**src/rtl/cu_pkg.sv**
```systemverilog
// cu_pkg: opcodes, control-bundle layout and memory FSM states for the pipelined control unit
package cu_pkg;
  localparam int CTRL_W      = 13;
  localparam int MEM_TO_REG  = 12;
  localparam int REG_WRITE   = 11;
  localparam int MEM_READ    = 10;
  localparam int MEM_WRITE   = 9;
  localparam int BRANCH      = 8;
  localparam int JUMP        = 7;
  localparam int BRANCH_FLIP = 6;
  localparam int ALU_OP_LO   = 4;
  localparam int REG_DST_LO  = 2;
  localparam int ALU_SRC_LO  = 0;
  localparam logic [5:0] OP_R    = 6'b000000;
  localparam logic [5:0] OP_ADDI = 6'b001000;
  localparam logic [5:0] OP_SUBI = 6'b001001;
  localparam logic [5:0] OP_LWI  = 6'b001010;
  localparam logic [5:0] OP_BEQ  = 6'b000100;
  localparam logic [5:0] OP_BNE  = 6'b000001;
  localparam logic [5:0] OP_BLT  = 6'b000011;
  localparam logic [5:0] OP_BGE  = 6'b000101;
  localparam logic [5:0] OP_J    = 6'b000010;
  localparam logic [5:0] OP_LW   = 6'b100011;
  localparam logic [5:0] OP_SW   = 6'b101011;
  localparam logic [5:0] OP_JAL  = 6'b000110;
  localparam logic [5:0] OP_JR   = 6'b000111;
  localparam logic [5:0] OP_NOP  = 6'b111111;
  localparam logic [CTRL_W-1:0] NOP_CTRL = '0;
  typedef enum logic {MS_IDLE, MS_WAIT} mem_state_e;
endpackage

```
**src/rtl/cu_decode.sv**
```systemverilog
// cu_decode: combinational opcode to control-bundle table
module cu_decode
  import cu_pkg::*;
(
  input  logic [5:0]        opcode,
  output logic [CTRL_W-1:0] ctrl
);
  always_comb begin
    ctrl = NOP_CTRL;
    case (opcode)
      OP_R:    ctrl = 13'b0100000_10_01_00;
      OP_ADDI: ctrl = 13'b0100000_00_00_01;
      OP_SUBI: ctrl = 13'b0100000_01_00_01;
      OP_LWI:  ctrl = 13'b0100000_00_00_01;
      OP_BEQ:  ctrl = 13'b0000100_01_00_00;
      OP_BNE:  ctrl = 13'b0000101_01_00_00;
      OP_BLT:  ctrl = 13'b0000101_11_00_00;
      OP_BGE:  ctrl = 13'b0000100_11_00_00;
      OP_J:    ctrl = 13'b0000010_00_00_00;
      OP_LW:   ctrl = 13'b1110000_00_00_01;
      OP_SW:   ctrl = 13'b0001000_00_00_01;
      OP_JAL:  ctrl = 13'b0100010_11_10_10;
      OP_JR:   ctrl = 13'b0000010_11_00_00;
      default: ctrl = NOP_CTRL;
    endcase
  end
endmodule

```
**src/rtl/pipelined_control_unit.sv**
```systemverilog
// pipelined_control_unit: ID decode into the ID/EX register with load-use stall,
// flush bubbles and a data-memory wait FSM with timeout
module pipelined_control_unit
  import cu_pkg::*;
#(
  parameter int REG_AW      = 5,
  parameter int LINK_REG    = 31,
  parameter int HAZARD_EN   = 1,
  parameter int MEM_TIMEOUT = 15
) (
  input  logic              clk,
  input  logic              rst_n,
  input  logic              id_valid,
  input  logic [5:0]        opcode,
  input  logic [REG_AW-1:0] rs,
  input  logic [REG_AW-1:0] rt,
  input  logic [REG_AW-1:0] rd,
  input  logic              flush,
  input  logic              mem_ready,
  output logic              stall_id,
  output logic              mem_req,
  output logic              mem_err,
  output logic              ex_valid,
  output logic [REG_AW-1:0] ex_dest,
  output logic [CTRL_W-1:0] ex_ctrl
);
  localparam int CW = $clog2(MEM_TIMEOUT + 1);
  logic [CTRL_W-1:0] dec;
  logic [1:0]        dec_rdst;
  logic [REG_AW-1:0] dec_dest;
  logic              hazard, mem_stall, timeout_hit, bubble;
  mem_state_e        state, state_n;
  logic [CW-1:0]     cnt, cnt_n;
  cu_decode u_decode (.opcode(opcode), .ctrl(dec));
  assign dec_rdst    = dec[REG_DST_LO +: 2];
  assign dec_dest    = dec_rdst == 2'b10 ? REG_AW'(LINK_REG) : dec_rdst == 2'b01 ? rd : rt;
  assign hazard      = (HAZARD_EN != 0) & id_valid & ex_valid & ex_ctrl[MEM_READ] & (ex_dest == rs | ex_dest == rt);
  assign mem_req     = ex_valid & (ex_ctrl[MEM_READ] | ex_ctrl[MEM_WRITE]);
  assign timeout_hit = state == MS_WAIT && !mem_ready && cnt == CW'(MEM_TIMEOUT);
  assign mem_stall   = mem_req & ~mem_ready & ~timeout_hit;
  assign stall_id    = hazard | mem_stall;
  // a timed-out load/store is dropped along with whatever sits in ID this cycle
  assign bubble      = timeout_hit | flush | hazard | ~id_valid;
  always_comb begin
    state_n = state;
    cnt_n   = cnt;
    if (state == MS_IDLE) begin
      if (mem_req && !mem_ready) begin
        state_n = MS_WAIT;
        cnt_n   = CW'(1);
      end
    end else if (mem_ready || timeout_hit) begin
      state_n = MS_IDLE;
      cnt_n   = '0;
    end else begin
      cnt_n = cnt + CW'(1);
    end
  end
  always_ff @(posedge clk or negedge rst_n) begin
    if (!rst_n) begin
      state    <= MS_IDLE;
      cnt      <= '0;
      mem_err  <= 1'b0;
      ex_valid <= 1'b0;
      ex_dest  <= '0;
      ex_ctrl  <= '0;
    end else begin
      state   <= state_n;
      cnt     <= cnt_n;
      mem_err <= mem_err | timeout_hit;
      if (!mem_stall) begin
        ex_valid <= ~bubble;
        ex_dest  <= bubble ? '0 : dec_dest;
        ex_ctrl  <= bubble ? '0 : dec;
      end
    end
  end
endmodule
```
**config.mk**
```make
export PLATFORM = sky130hd
export DESIGN_NAME = pipelined_control_unit
export DESIGN_NICKNAME = d
export VERILOG_FILES = /design/src/rtl/cu_pkg.sv /design/src/rtl/cu_decode.sv /design/src/rtl/pipelined_control_unit.sv
export SDC_FILE = /design/constraint.sdc
export NUM_CORES = 1
export LEC_CHECK = 0
export ABC_CLOCK_PERIOD_IN_PS = 2680
export CAP_MARGIN = 20
export CORE_UTILIZATION = 46
export CTS_CLUSTER_SIZE = 10
export DETAILED_ROUTE_END_ITERATION = 16
export PLACE_DENSITY = 0.8
export SLEW_MARGIN = 30
export SYNTH_ARGS = -nofsm -noshare
export SYNTH_HDL_FRONTEND = slang
export SYNTH_SLANG_ARGS = --single-unit
export TNS_END_PERCENT = 20
```
**constraint.sdc**
```tcl
create_clock -name clk -period 2.68 [get_ports clk]
set_clock_uncertainty 0.2 [all_clocks]
set_input_delay 0.536 -clock clk [delete_from_list [all_inputs] [get_ports clk]]
set_output_delay 0.536 -clock clk [all_outputs]
set_load 0.01 [all_outputs]
```
-- After elaboration in Yosys (flattened, before gate mapping)
Memory sizes are Yosys's and may differ from the RTL's.
Index checks and enable logic that the tools add are counted.
- bits in registers: 25
- memory bits (read-only): 832
- input port bits: 26
- output and inout port bits: 22
- memories kept: 1
- memories (name ; words ; width ; rd ports ; clocked after memory_dff ; write ports ; RTL line ; text):
    (no name shown) ; 64 ; 13 ; 1 ; 0 ; 0 ; cu_decode.sv:10 ; case (opcode)
- $add $sub $neg: 1
- equality and inequality tests: 5
- multiplexer cells: 10
- bitwise logic cells: 17
- reductions and logical operators: 6
- operators by type and width (cell ; number):
    $mux 5 ; 3
    $mux 13 ; 1
    $mux 4 ; 3
    $eq 5x5->1 ; 2
    $or 1x1->1 ; 7
    $and 1x1->1 ; 6
    $add 4x1->4 const B ; 1
    $eq 4x4->1 const B ; 1
    $not 1->1 ; 4
    $logic_and 1x1->1 ; 3
    $mux 1 ; 3
    $eq 2x1->1 const B ; 1
    $eq 2x2->1 const B ; 1
    $reduce_bool 2->1 ; 1
    $logic_not 1->1 ; 1
    $logic_or 1x1->1 ; 1

-- Longest topological paths before layout
- depth after elaboration: 7
- gate-level depth with buffers: 7
- depth with buffers taken out: 6

-- Cells and area by module
A second synthesis with hierarchy kept.
- cells, all modules: 137
- area total of the unflattened synthesis: 1478.9 µm²
- by module, submodules not included (module ; instances ; cells an instance ; area an instance (µm²) ; seq. area each (µm²)):
    pipelined_control_unit ; 1 ; 101 ; 1203.7 ; 625.6
    cu_decode ; 1 ; 36 ; 275.3 ; 0.0

-- Least setup slack after synthesis
No wires, ideal clock.
- path type: input-to-output
- start point: input port rs[2]
- end point: output port stall_id
- arrival time: 1.484 ns
- data required time: 1.944 ns
- slack: 0.460 ns
- cell stages on the path: 5
- cell sequence: xnor2_1 > nand4_1 > o22ai_2 > buf_2 > a21o_1
- word-level cells in the longest chain between the ends: 4
- ends and longest elaborated chain (element ; RTL line ; text):
    from (decl) ; pipelined_control_unit.sv:15 ; input logic [REG_AW-1:0] rs,
    $eq 5x5->1 ; pipelined_control_unit.sv:37 ; assign hazard = (HAZARD_EN != 0) & id_valid & ex_valid & ex_ctrl[MEM_READ] & (ex_dest == rs | ex_dest == rt);
    $or 1x1->1 ; pipelined_control_unit.sv:37 ;
    $and 1x1->1 ; pipelined_control_unit.sv:37 ;
    $or 1x1->1 ; pipelined_control_unit.sv:41 ; assign stall_id = hazard | mem_stall;
    to (decl) ; pipelined_control_unit.sv:20 ; output logic stall_id,
No other way between the ends.

-- Final worst setup path
- start point: input port rs[3]
- end point: output port stall_id
Same word-level chain as after synthesis.

==> metrics.md <==
| Metric | Value |
|---|---|
| Clock latency on the worst-skew pair | 0.31 ns |
| Antenna violations before repair | 0 |
| Crit path depth | 6 |
| Largest net degree at the start of global routing | 24 |
| Critical path's largest stage delay | 0.48 ns |
| Max-slew headroom | 0.751 |
| Total power per unit cell area | 327 mW/mm² |
| Iter 0 DRT Violations | 62 |
| Period utilisation layout | 0.948 |
| Core area | 0.00308 mm² |
| Crit path kind | in2out |
| Arr. time, crit path | 1.80 ns |
| CP required | 1.94 ns |
| IR drop worst, VDD | 0.208 mV |
| CP top delay family | buffers and inverters |
| RR Endpoint | ex_dest[3] |
| Synth area leader | dfrtp_1 |
| GP Congestion | 0.894 |
| Die Y | 59.1 µm |
| IO Count | 48 |
| Sequential element share of the synthesized area | 0.383 |
| Buf/Inv on CP | 2 |
| Fin. max-slew vios | 0 |
| Crit path max fanout | 2 |
| RSZ-0062 raised after global routing | false |
| Number of setup buffers added after CTS | 0 |
| Main area contributors after synthesis | dfrtp_1, xnor2_1, nand2_1 |
| Area Growth Syn to Fin | 37.6% |
| Sink Count | 23 |
| Post-Syn Area per Cell | 9.16 µm² |
| CTS buffer count | 3 |
| Footprint of the multi-input gates | 830 µm² |
| Synthesized area | 0.00150 mm² |
| Root Buffer | clkbuf_4 |
| CTS tree | yes |
| Warnings, synthesis | 0 |
| Fin area | 0.00207 mm² |
| Final net count | 251 |
| Layout cells sized above 1 | 0.120 |
| GRT Overall Usage | 0.228 |
| Number of global-route vias before repair | 1433 |
| PortBufs | 47 |
| DR WL/cell | 13.8 µm |
| Layout fillers | 267 |
| Reg area | 576 µm² |
| Outcome | finished, final reports clean |
| Post-synthesis net count | 197 |
| Fin Hold WS | 0.288 ns |
| Cells after Synth | 164 |
| Dpl cell area | 0.00204 mm² |
| Critical path capture point type | output pin |
| Post-layout minimum cycle time | 2.54 ns |
| # H-tree levels | 1 |
| Worst path slowest cell | clkdlybuf4s50_1 |
| Setup crit end | stall_id |
| # rows | 20 |
| Detailed-route DRC error count | 0 |
| Actual slew at the worst max-slew pin | 0.372 ns |
| Grt ovf | 0 |
| Final setup violation count | 0 |
| Number of diodes | 0 |
| Die Wd | 59.1 µm |
| Synth Register Bits | 23 |
| LEAKAGE | 0.000863 µW |
| Max_cap viols | 0 |
| Clock slew at reported path FFs | 0.14 ns |
| Die area | 0.00350 mm² |
| Worst R2R Path Depth | 5 |
| Reg2Reg Setup Slack | 0.85 ns |
| R2r startpoint | cnt[0] |
| Area share of the largest cell type after synthesis | 0.383 |
| Highest Clock Rate | 0.394 GHz |
| Post-synth cell types | 37 |
| CP Launch Type | primary input |
| CP Launch Point | rs[3] |
| First-pass DRT Iterations | 4 |
| Endpoints failing hold | 0 |
| DP HPWL | 2840 µm |
| Clock Tree Buf Depth | 2 |
| CP Cell Sequence | clkdlybuf4s50_1 > xnor2_1 > nand4_1 > o22ai_2 > a21o_1 > clkbuf_2 |
| ANT nets after route | 0 |
| Hold_buf cts | 0 |
| First-pass GRT wire length | 6100 µm |
| Via density per instance | 5.36 |
| Starting Density | 0.488 |
| Type of the tightest min-delay check | reg2reg |
| Vias | 1398 |
| Post-layout util | 0.671 |
| Final WL | 3610 µm |
layer usage:
metal	vias up	track usage	wire [µm]
met4	0	0.0952	65
met5	-	0	0
met2	39	0.396	1750
met1	660	0.281	1650
li1	693	-	-
met3	6	0.0328	145
per-stage QoR:
| step | worst slack (ns) | setup TNS, ns | instances | total power, µW |
|---|---|---|---|---|
| after CTS | 0.0132 | 0 | 261 | 680 |
| after global placement | -0.233 | -0.233 | 257 | 512 |
| after global routing | 0.105 | 0 | 261 | 709 |
| after detailed placement | -0.250 | -0.250 | 257 | 517 |
| final | 0.140 | 0 | 261 | 675 |
| after floorplan | 0.460 | 0 | 164 | 430 |
power by group:
part,internal [µW],switching (µW),leakage [µW],total (µW)
sequential,356,10.0,0.000310,366
combinational,80.9,62.6,0.000535,144
clock,55.8,109,0.0000177,165
total,493,182,0.000863,675
kinds of logic (layout without fill, tap and decap cells):
kind of cell	count (synthesis)	in the layout	synth area share
adders and majority gates	7	7	0.0583
DFF	23	23	0.383
muxes	1	1	0.00667
AOI/OAI and AO/OA	40	40	0.191
buffers and inverters	16	69	0.0642
xor gates and xnor gates	11	11	0.0642
and+or+nand+nor	66	66	0.233
worst min path at each step:
| stage | startpoint | end | slack (ns) | cells after the start |
|---|---|---|---|---|
| after global placement | mem_err | mem_err | 0.26 | 1 |
| after CTS | ex_ctrl[2] | ex_ctrl[2] | 0.30 | 2 |
| after floorplan | rst_n | cnt[0] | 0.04 | 0 |
| after detailed placement | ex_ctrl[2] | ex_ctrl[2] | 0.26 | 2 |
| final | mem_err | mem_err | 0.29 | 1 |
| after global routing | mem_err | mem_err | 0.31 | 1 |
synth_stat cells (all sizes together):
master,instances
nand2,24
dfrtp,23
o21ai,12
xnor2,11
nand3,10
buf,9
o31ai,9
a211oi,7
and3,7
ha,7
nand4,7
inv,6
nor2,6
a21o,3
nand2b,3
o22ai,3
a21oi,2
nand3b,2
nor3,2
a31o,1
a31oi,1
a41oi,1
and2,1
clkbuf,1
mux2i,1
nor2b,1
nor4,1
o21a,1
or2,1
or3b,1
sequential cells by signal, indices dropped and copies added, names as in the netlist:
signal    count
ex_dest       5
state         1
ex_valid      1
cnt           4
mem_err       1
ex_ctrl      11
worst reg2reg max path, stage by stage, from the launching register on:
cell and delay, ns:
dfrtp_1 0.43, ha_1 0.29, nand4_1 0.14, a21o_1 0.15, nand2_1 0.22, o31ai_1 0.32
layout make-up:
type | count | area share
multi-input cells | 125 | 0.402
repair buffers | 59 | 0.269
inverters | 6 | 0.0109
clock buffers | 3 | 0.0109
clock inverters | 1 | 0.00242
well taps | 44 | 0.0267
flip-flops and latches | 23 | 0.279
cell usage in the layout, fill, tap and decap left out, types with 6 or more instances in the layout:
cell | netlist | layout
nand3_1 | 10 | 10
nand4_1 | 7 | 7
ha_1 | 7 | 7
buf_4 | 2 | 12
nor2_1 | 6 | 6
a211oi_1 | 6 | 6
xnor2_1 | 11 | 11
inv_1 | 6 | 6
dfrtp_1 | 23 | 23
and3_1 | 6 | 6
o21ai_0 | 12 | 12
nand2_1 | 24 | 24
o31ai_1 | 8 | 8
clkdlybuf4s50_1 | 0 | 46
repair_timing:
item,4_1_cts,5_1_grt
cloned,0,0
pin swaps,0,3
endpoints found under the setup margin,1,1
resized for setup,1,2
No activity file was read; power rests on OpenSTA's default activity.
